===== src/rtl/pp_shift_accumulator.sv =====
// Aligns sign-magnitude partial products into two's-complement terms and
// accumulates them into a saturating signed dot-product sum (align -> accumulate).
module pp_shift_accumulator #(
  parameter int ACC_W = 32,
  parameter int CNT_W = 8
) (
  input  logic                    clk,
  input  logic                    rst,
  input  logic                    in_valid,
  output logic                    in_ready,
  input  logic [4:0]              signed_pp,
  input  logic [4:0]              exp,
  input  logic                    in_last,
  output logic                    out_valid,
  input  logic                    out_ready,
  output logic signed [ACC_W-1:0] out_sum,
  output logic [CNT_W-1:0]        out_count,
  output logic                    out_ovf
);

  typedef struct packed {
    logic                    valid;
    logic                    last;
    logic signed [ACC_W-1:0] term;
  } a_stage_t;

  localparam logic signed [ACC_W-1:0] SUM_MAX = {1'b0, {(ACC_W-1){1'b1}}};
  localparam logic signed [ACC_W-1:0] SUM_MIN = {1'b1, {(ACC_W-1){1'b0}}};

  a_stage_t                a_q;
  logic signed [ACC_W-1:0] acc;
  logic [CNT_W-1:0]        cnt;
  logic                    ovf_acc;

  logic                    adv;
  logic [25:0]             mag;
  logic [ACC_W-1:0]        mag_ext;
  logic signed [ACC_W-1:0] term_in;
  logic [ACC_W:0]          sum_w;
  logic                    pos_ovf, neg_ovf;
  logic signed [ACC_W-1:0] sum_sat;
  logic [CNT_W-1:0]        cnt_inc;

  // Whole pipeline advances together; a held result freezes both stages.
  assign adv      = ~out_valid | out_ready;
  assign in_ready = adv;

  always_comb begin
    mag     = 26'(signed_pp[3:0]) << exp;
    mag_ext = ACC_W'(mag);
    term_in = '0;
    // Hidden bit clear means zero regardless of sign.
    if (signed_pp[3])
      term_in = signed_pp[4] ? -$signed(mag_ext) : $signed(mag_ext);
  end

  always_comb begin
    sum_w   = {acc[ACC_W-1], acc} + {a_q.term[ACC_W-1], a_q.term};
    pos_ovf = ~sum_w[ACC_W] &  sum_w[ACC_W-1];
    neg_ovf =  sum_w[ACC_W] & ~sum_w[ACC_W-1];
    sum_sat = $signed(sum_w[ACC_W-1:0]);
    if (pos_ovf)      sum_sat = SUM_MAX;
    else if (neg_ovf) sum_sat = SUM_MIN;
    cnt_inc = (&cnt) ? cnt : cnt + 1'b1;
  end

  always_ff @(posedge clk or posedge rst) begin
    if (rst) begin
      a_q       <= '0;
      acc       <= '0;
      cnt       <= '0;
      ovf_acc   <= 1'b0;
      out_valid <= 1'b0;
      out_sum   <= '0;
      out_count <= '0;
      out_ovf   <= 1'b0;
    end else if (adv) begin
      a_q.valid <= in_valid;
      a_q.last  <= in_last;
      a_q.term  <= term_in;
      out_valid <= a_q.valid & a_q.last;
      if (a_q.valid) begin
        if (a_q.last) begin
          out_sum   <= sum_sat;
          out_count <= cnt_inc;
          out_ovf   <= ovf_acc | pos_ovf | neg_ovf;
          acc       <= '0;
          cnt       <= '0;
          ovf_acc   <= 1'b0;
        end else begin
          acc     <= sum_sat;
          cnt     <= cnt_inc;
          ovf_acc <= ovf_acc | pos_ovf | neg_ovf;
        end
      end
    end
  end

endmodule


===== config.mk =====
export PLATFORM = sky130hd
export DESIGN_NAME = pp_shift_accumulator
export DESIGN_NICKNAME = d
export VERILOG_FILES = /design/src/rtl/pp_shift_accumulator.sv
export SDC_FILE = /design/constraint.sdc
export NUM_CORES = 1
export LEC_CHECK = 0
export ABC_CLOCK_PERIOD_IN_PS = 4600
export BUFFER_PORTS_ARGS = -buffer_cell sky130_fd_sc_hd__buf_2
export CORE_ASPECT_RATIO = 1.25
export CORE_UTILIZATION = 45
export DETAILED_ROUTE_END_ITERATION = 16
export PLACE_DENSITY = 0.74
export SLEW_MARGIN = 25
export SYNTH_ARGS = -nofsm -noshare
export SYNTH_HDL_FRONTEND = slang
export SYNTH_SLANG_ARGS = --single-unit

===== constraint.sdc =====
create_clock -name clk -period 4.6 [get_ports clk]
set_clock_uncertainty 0.05 [all_clocks]
set_input_delay 0.23 -clock clk [delete_from_list [all_inputs] [get_ports clk]]
set_output_delay 0.23 -clock clk [all_outputs]
set_load 0.02 [all_outputs]

==> impl_metrics.env, run 1 <==
export IMPL_p_switching_w=0.00205
export IMPL_use_met3_pct=3.75
export IMPL_p_int_w=0.00309
export IMPL_grt_overflow=0
export IMPL_place_congestion=0.939
export IMPL_die_height_um=149
export IMPL_yosys_warnings=0
export IMPL_finalMaxSlewViolations=0
export IMPL_yosys_area_top_type="dfrtp_1"
export IMPL_clk_pin_slew_ns=0.06
export IMPL_synth_seq_cells=117
export IMPL_synth_fa_ha_area_share_pct=5.74
export IMPL_placedCellCount=1161
export IMPL_worst_pin_slew_ns=0.872
export IMPL_crit_path_end_kind="flip-flop"
export IMPL_cellPowerDensity_mw_per_mm2=582
export IMPL_arrival_ns=3.83
export IMPL_dp_hpwl_um=14200
export IMPL_grt_util_all_layers_pct=23.8
export IMPL_grt_max_degree=79
export IMPL_die_w_um=119
export IMPL_synth_edf_count=0
export IMPL_seqPwrFrac_pct=30.5
export IMPL_gr_usage_met2_pct=40.4
export IMPL_grt_pass1_wl_um=33800
export IMPL_routed_wl_um=20100
export IMPL_synth_top_family_by_area="compound AO/OA/AOI/OAI gates"
export IMPL_comb_power_share_pct=41.7
export IMPL_postSynthCellCount=924
export IMPL_synth_top_area_share_pct=37.8
export IMPL_setup_tns_ns=0
export IMPL_post_cts_resize_count=0
export IMPL_yosysMostFrequentCell="nand2_1"
export IMPL_critPathMaxFanout=12
export IMPL_synth_async_reset_ratio_pct=100
export IMPL_io_buffers=57
export IMPL_maxCapViolCount=0
export IMPL_drive_above_1_share_pct=15.2
export IMPL_synthTopCellsByArea="dfrtp_1, nand2_1, a21oi_1"
export IMPL_clock_sinks=117
export IMPL_final_net_count=1013
export IMPL_synth_main_ff_cell="dfrtp_1"
export IMPL_synthSimpleGateAreaFrac_pct=19.1
export IMPL_instances_no_fill=1196
export IMPL_critPathKind="flip-flop to flip-flop"
export IMPL_synth_compound_area_share_pct=26.5
export IMPL_finalSetupViolations=0
export IMPL_dieArea_mm2=0.0178
export IMPL_rsz0062_at_grt="no"
export IMPL_cts_buffer_depth=2
export IMPL_cts_tree="yes"
export IMPL_wire_per_inst_um=16.8
export IMPL_grt_pass1_vias=6865
export IMPL_ioPinCount=58
export IMPL_fin_crit_ns=3.59
export IMPL_rows=53
export IMPL_seq_area_frac_synth_pct=37.8
export IMPL_h_tree_depth=4
export IMPL_antenna_found_initial=0
export IMPL_p_clk_share_pct=27.8
export IMPL_critPathLaunchType="flip-flop"
export IMPL_drt_iter0_drc=457
export IMPL_ir_worst_vdd_mv=0.258
export IMPL_grt_busiest_layer="met2"
export IMPL_synth_avg_cell_area_um2=8.39
export IMPL_avgViaCountPerCell=5.78
export IMPL_syn2layout_area_growth_pct=14.0
export IMPL_switching_share_pct=39.9
export IMPL_synth_cell_types=75
export IMPL_root_buffer="clkbuf_16"
export IMPL_period_share_pct=77.9
export IMPL_synth_fp_nets=974
export IMPL_ant_nets=0
export IMPL_fmax_ghz=0.279
export IMPL_use_met1_pct=29.3
export IMPL_insertion_delay_ns=0.42
export IMPL_coreArea_mm2=0.0168
export IMPL_synth_common_cells="nand2_1, dfrtp_1, a21oi_1, o21ai_0, nor2_1"
export IMPL_drc=0
export IMPL_required_ns=4.85
export IMPL_synth_mux_area_share_pct=1.79
export IMPL_insertedDiodeCount=0
export IMPL_status="finished clean"
export IMPL_hold_viol=0
export IMPL_dr_pass1_iters=6
export IMPL_cts_buffers=17
export IMPL_hp_class="input pin to flip-flop"
export IMPL_synth_xor_area_share_pct=5.42
export IMPL_max_slew_margin_pct=40.4
export IMPL_synth_area_mm2=0.00775
export IMPL_vias=6916
export IMPL_initial_core_util_pct=46.0
export IMPL_leakage_nw=4.00
export IMPL_fillers=1552
## cells by family (layout without fill, tap and decap cells)
| family | count (synthesis) | count (layout) |
|---|---|---|
| AO/OA/AOI/OAI | 325 | 325 |
| XOR/XNOR | 48 | 48 |
| adder cells (fa/ha/maj) | 35 | 35 |
| buffers and inverters | 66 | 118 |
| flip-flops | 117 | 117 |
| multiplexers | 12 | 12 |
| AND/OR/NAND/NOR | 321 | 321 |
## flip-flops by register name, summed over array words and instances (netlist names)
name       cells
out_sum       32
cnt            8
out_count      8
ovf_acc        1
acc           32
out_valid      1
out_ovf        1
a_q           34
## final timing paths
check,end,slack [ns],cells after the start,from
max,out_sum[14]$_DFFE_PP0P_,1.01,11,a_q[22]$_DFFE_PP0N_
min,a_q[11]$_DFFE_PP0N_,0.12,3,signed_pp[3]
max reg2reg,out_sum[14]$_DFFE_PP0P_,1.01,11,a_q[22]$_DFFE_PP0N_
min reg2reg,out_count[0]$_DFFE_PP0P_,0.42,2,out_count[0]$_DFFE_PP0P_
max in group asynchronous,a_q[11]$_DFFE_PP0N_,3.09,4,rst
min in group asynchronous,a_q[26]$_DFFE_PP0N_,0.42,3,rst
## timing repair
| action | 4_1_cts | 5_1_grt |
|---|---|---|
| hold endpoints to repair | 2 | 77 |
| buffers inserted | 0 | 0 |
| hold buffers | 2 | 1 |
## layout make-up
type | count | area, µm² | share of cell area [%]
well taps | 220 | 275 | 3.11
repair buffers | 69 | 383 | 4.33
multi-input cells | 741 | 4540 | 51.4
clock buffers | 20 | 467 | 5.28
clock inverters | 12 | 176 | 2.00
flip-flops and latches | 117 | 2930 | 33.1
inverters | 17 | 68.8 | 0.778
## stage by stage
stage               total power, W  hold slack, ns  cell area (µm²)  setup slack, ns  util (%)
global placement           0.00366           0.379             8160             1.13      48.5
CTS                        0.00515          0.0199             8830             1.06      52.4
global route               0.00548           0.142             8840            0.784      52.5
floorplan                  0.00313           0.293             7750             1.22         -
finish                     0.00514           0.125             8840             1.01      52.5
detailed placement         0.00370           0.402             8160             1.10      48.5
## power groups by stage
| stage | Combinational (W) | Sequential [W] | Clock [W] |
|---|---|---|---|
| final | 0.00214 | 0.00157 | 0.00143 |
| after global routing | 0.00237 | 0.00161 | 0.00149 |
| after CTS | 0.00214 | 0.00157 | 0.00144 |
| after detailed placement | 0.00212 | 0.00158 | 0 |
| after global placement | 0.00209 | 0.00157 | 0 |
| after floorplan | 0.00140 | 0.00173 | 0 |
## placed cells by master, fill, tap and decap left out, drive strengths merged, types with 4 or more instances in the layout
cell type	n
nand3	16
o21bai	5
a21o	16
xor2	16
nor2	71
a31oi	14
nand2b	15
a211oi	6
a22o	5
xnor2	32
o211ai	6
o21ai	100
and2	7
a21oi	125
dfrtp	117
nand2	142
nor3b	5
nor2b	6
or3	9
clkbuf	20
and3	13
buf	66
o22ai	7
nand3b	4
o21a	7
clkinv	6
o31ai	6
inv	17
mux2i	9
bufinv	4
ha	34
nor3	21
## critical path, cell delays in order (launching register included)
cell     delay, ns
dfrtp_1       0.40
ha_1          0.42
a21oi_1       0.27
o21ai_0       0.14
nor3b_1       0.16
o41a_1        0.44
a21oi_4       0.22
mux2i_1       0.37
a31oi_4       0.12
nor2_2        0.46
buf_4         0.30
a21oi_1       0.09
## metal layers
layer	routed length (µm)	up-vias
li1	-	3383
met1	8550	3275
met2	9860	201
met3	963	57
met4	716	0
met5	0	-
(Power assumes the default switching activity.)
==> run 2, diff against run 1 <==
ABC_AREA = 1   (was default)
ABC_CLOCK_PERIOD_IN_PS = 3300   (was 4600)
PLACE_DENSITY = 0.73   (was 0.74)
clock period = 3.3 ns   (was 4.6 ns; I/O delays follow)
==> run 2 against run 1 <==
  * Die area increased by 2.3%
  * Clock-buffer cell count decreased by 2
  * Critical path depth increased by 3
  * Total power increased by 41%
  * Critical endpoint is now out_sum[11]$_DFFE_PP0P_
  * Register-to-register slack got worse by 0.46 ns
  * Fmax increased by 31%
  * Sequential power increased by 39%
  * Via count increased by 11%
  * Final cell count increased by 22%
  * Synthesized cell count increased by 27%
  * Setup slack got worse by 0.46 ns
  * Largest power group unchanged
==> impl_metrics.env, run 2 <==
export IMPL_synth_top_area_share_pct=36.9
export IMPL_crit_path_end_kind="flip-flop"
export IMPL_arrival_ns=3.00
export IMPL_coreArea_mm2=0.0170
export IMPL_insertedDiodeCount=0
export IMPL_io_buffers=57
export IMPL_avgViaCountPerCell=5.24
export IMPL_synth_area_mm2=0.00794
export IMPL_cts_buffer_depth=2
export IMPL_ioPinCount=58
export IMPL_synth_main_ff_cell="dfrtp_1"
export IMPL_max_slew_margin_pct=58.9
export IMPL_rsz0062_at_grt="no"
export IMPL_holdBufCountCts=3
export IMPL_required_ns=3.55
export IMPL_dieArea_mm2=0.0182
export IMPL_seq_area_frac_synth_pct=36.9
export IMPL_post_cts_buffers=0
export IMPL_grt_pass1_wl_um=35900
export IMPL_cts_tree="yes"
export IMPL_cts_buffers=17
export IMPL_antenna_found_initial=0
export IMPL_syn2layout_area_growth_pct=13.9
export IMPL_reg_top3="a_q x34, acc x32, out_sum x32"
export IMPL_insertion_delay_ns=0.42
export IMPL_synthTopCellsByArea="dfrtp_1, nand2_1, ha_1"
export IMPL_dr_pass1_iters=5
export IMPL_setup_tns_ns=0
export IMPL_regMostFlops="a_q"
export IMPL_largest_reg_flops=34
export IMPL_hold_viol=0
export IMPL_grt_overflow=0
export IMPL_place_congestion=0.925
export IMPL_grt_max_degree=118
export IMPL_yosys_warnings=0
export IMPL_die_w_um=121
export IMPL_drc=0
export IMPL_period_share_pct=83.2
export IMPL_synth_seq_cells=117
export IMPL_fin_crit_ns=2.75
export IMPL_synth_async_reset_ratio_pct=100
export IMPL_h_tree_depth=4
export IMPL_root_buffer="clkbuf_16"
export IMPL_critPathKind="flip-flop to flip-flop"
export IMPL_final_common_cell="nand2_1"
export IMPL_cp_startpoint="acc[23]$_DFFE_PP0P_"
export IMPL_rows=53
export IMPL_final_net_count=1276
export IMPL_clock_sinks=117
export IMPL_finalMaxSlewViolations=0
export IMPL_postSynthCellCount=1170
export IMPL_hold_start="out_ready"
export IMPL_drive_above_1_share_pct=11.3
export IMPL_hp_class="input pin to flip-flop"
export IMPL_clk_pin_slew_ns=0.06
export IMPL_status="finished clean"
export IMPL_routed_wl_um=21200
export IMPL_yosys_area_top_type="dfrtp_1"
export IMPL_synth_fp_nets=1220
export IMPL_grt_pass1_vias=7403
export IMPL_initial_core_util_pct=46.6
export IMPL_synth_common_cells="nand2_1, dfrtp_1, nor2_1, inv_1, nand3_1"
export IMPL_vias=7646
export IMPL_ir_worst_vdd_mv=0.367
export IMPL_synth_edf_count=0
export IMPL_synth_cell_types=39
export IMPL_die_height_um=151
export IMPL_wire_per_inst_um=14.5
export IMPL_dp_hpwl_um=16100
export IMPL_finalSetupViolations=0
export IMPL_synth_avg_cell_area_um2=6.79
export IMPL_final_util_pct=53.1
export IMPL_cellPowerDensity_mw_per_mm2=800
export IMPL_ant_nets=0
export IMPL_layout_common_cells="nand2_1, dfrtp_1, nor2_1"
export IMPL_maxCapViolCount=0
export IMPL_leakage_nw=5.00
export IMPL_r2r_start="acc[23]$_DFFE_PP0P_"
export IMPL_grt_util_all_layers_pct=25.0
export IMPL_yosysMostFrequentCell="nand2_1"
export IMPL_worstRegToRegCells=14
export IMPL_critPathLaunchType="flip-flop"
export IMPL_post_cts_resize_count=0
export IMPL_fmax_ghz=0.364
export IMPL_critPathMaxFanout=32
export IMPL_hold_depth=4
export IMPL_worst_pin_slew_ns=0.616
export IMPL_drt_iter0_drc=456
run 2: logic make-up (layout without fill, tap and decap cells):
| family | after synthesis | in the layout | share of synthesized area (%) |
|---|---|---|---|
| XOR/XNOR | 35 | 35 | 3.86 |
| buffers and inverters | 110 | 179 | 5.85 |
| AND/OR/NAND/NOR | 745 | 745 | 39.0 |
| flip-flops | 117 | 117 | 36.9 |
| AO/OA/AOI/OAI | 128 | 128 | 8.79 |
| adder cells (fa/ha/maj) | 35 | 35 | 5.61 |
run 2: cell type report:
type | instances | area [µm²]
Fill cell | 1700 | 8000
Clock buffer | 18 | 439
Tap cell | 220 | 275
Timing Repair Buffer | 67 | 380
Clock inverter | 14 | 166
Inverter | 80 | 304
Multi-Input combinational cell | 943 | 4550
Sequential cell | 117 | 2930
run 2: stage by stage:
stage          worst slack, ns  cells  total power (W)  hold slack (ns)  area [µm²]
2_1_floorplan            0.991   1170          0.00452            0.236        7940
3_3_place_gp             0.649   1424          0.00525            0.335        8410
3_5_place_dp             0.604   1424          0.00531            0.343        8410
4_1_cts                  0.602   1459          0.00725            0.140        9040
5_1_grt                  0.327   1459          0.00778            0.153        9040
6_report                 0.554   1459          0.00723            0.134        9040
run 2: report_power, final:
group / internal [W] / total (W) / switching (W) / leakage (nW)
Clock: 0.00116 / 0.00191 / 0.000757 / 0.289
Sequential: 0.00188 / 0.00218 / 0.000306 / 1.53
Combinational: 0.00102 / 0.00313 / 0.00212 / 3.18
Total: 0.00405 / 0.00723 / 0.00318 / 5.00
run 2: layer usage:
metal	global-route usage [%]	wire length, µm
met4	8.83	518
met1	31.8	9520
met5	0	0
met3	3.48	826
met2	43.4	10400
run 2: critical path, stage by stage, from the launching register on:
cell and delay, ns:
dfrtp_1 0.40, ha_1 0.36, a21oi_1 0.26, o21ai_0 0.22, a21oi_1 0.21, nor2_1 0.06
nor2_1 0.19, nand2_2 0.09, nand2_1 0.07, nand2_2 0.06, nand2_2 0.05, buf_4 0.32
nand2_1 0.13, nand2_1 0.09, nand2_1 0.06
run 2: final timing paths:
| path | to | slack [ns] |
|---|---|---|
| min | out_valid$_DFFE_PP0N_ | 0.13 |
| max in group asynchronous | acc[23]$_DFFE_PP0P_ | 2.33 |
| min in group asynchronous | a_q[33]$_DFFE_PP0N_ | 0.40 |
| min reg2reg | out_sum[5]$_DFFE_PP0P_ | 0.43 |
| max | out_sum[11]$_DFFE_PP0P_ | 0.55 |
| max reg2reg | out_sum[11]$_DFFE_PP0P_ | 0.55 |
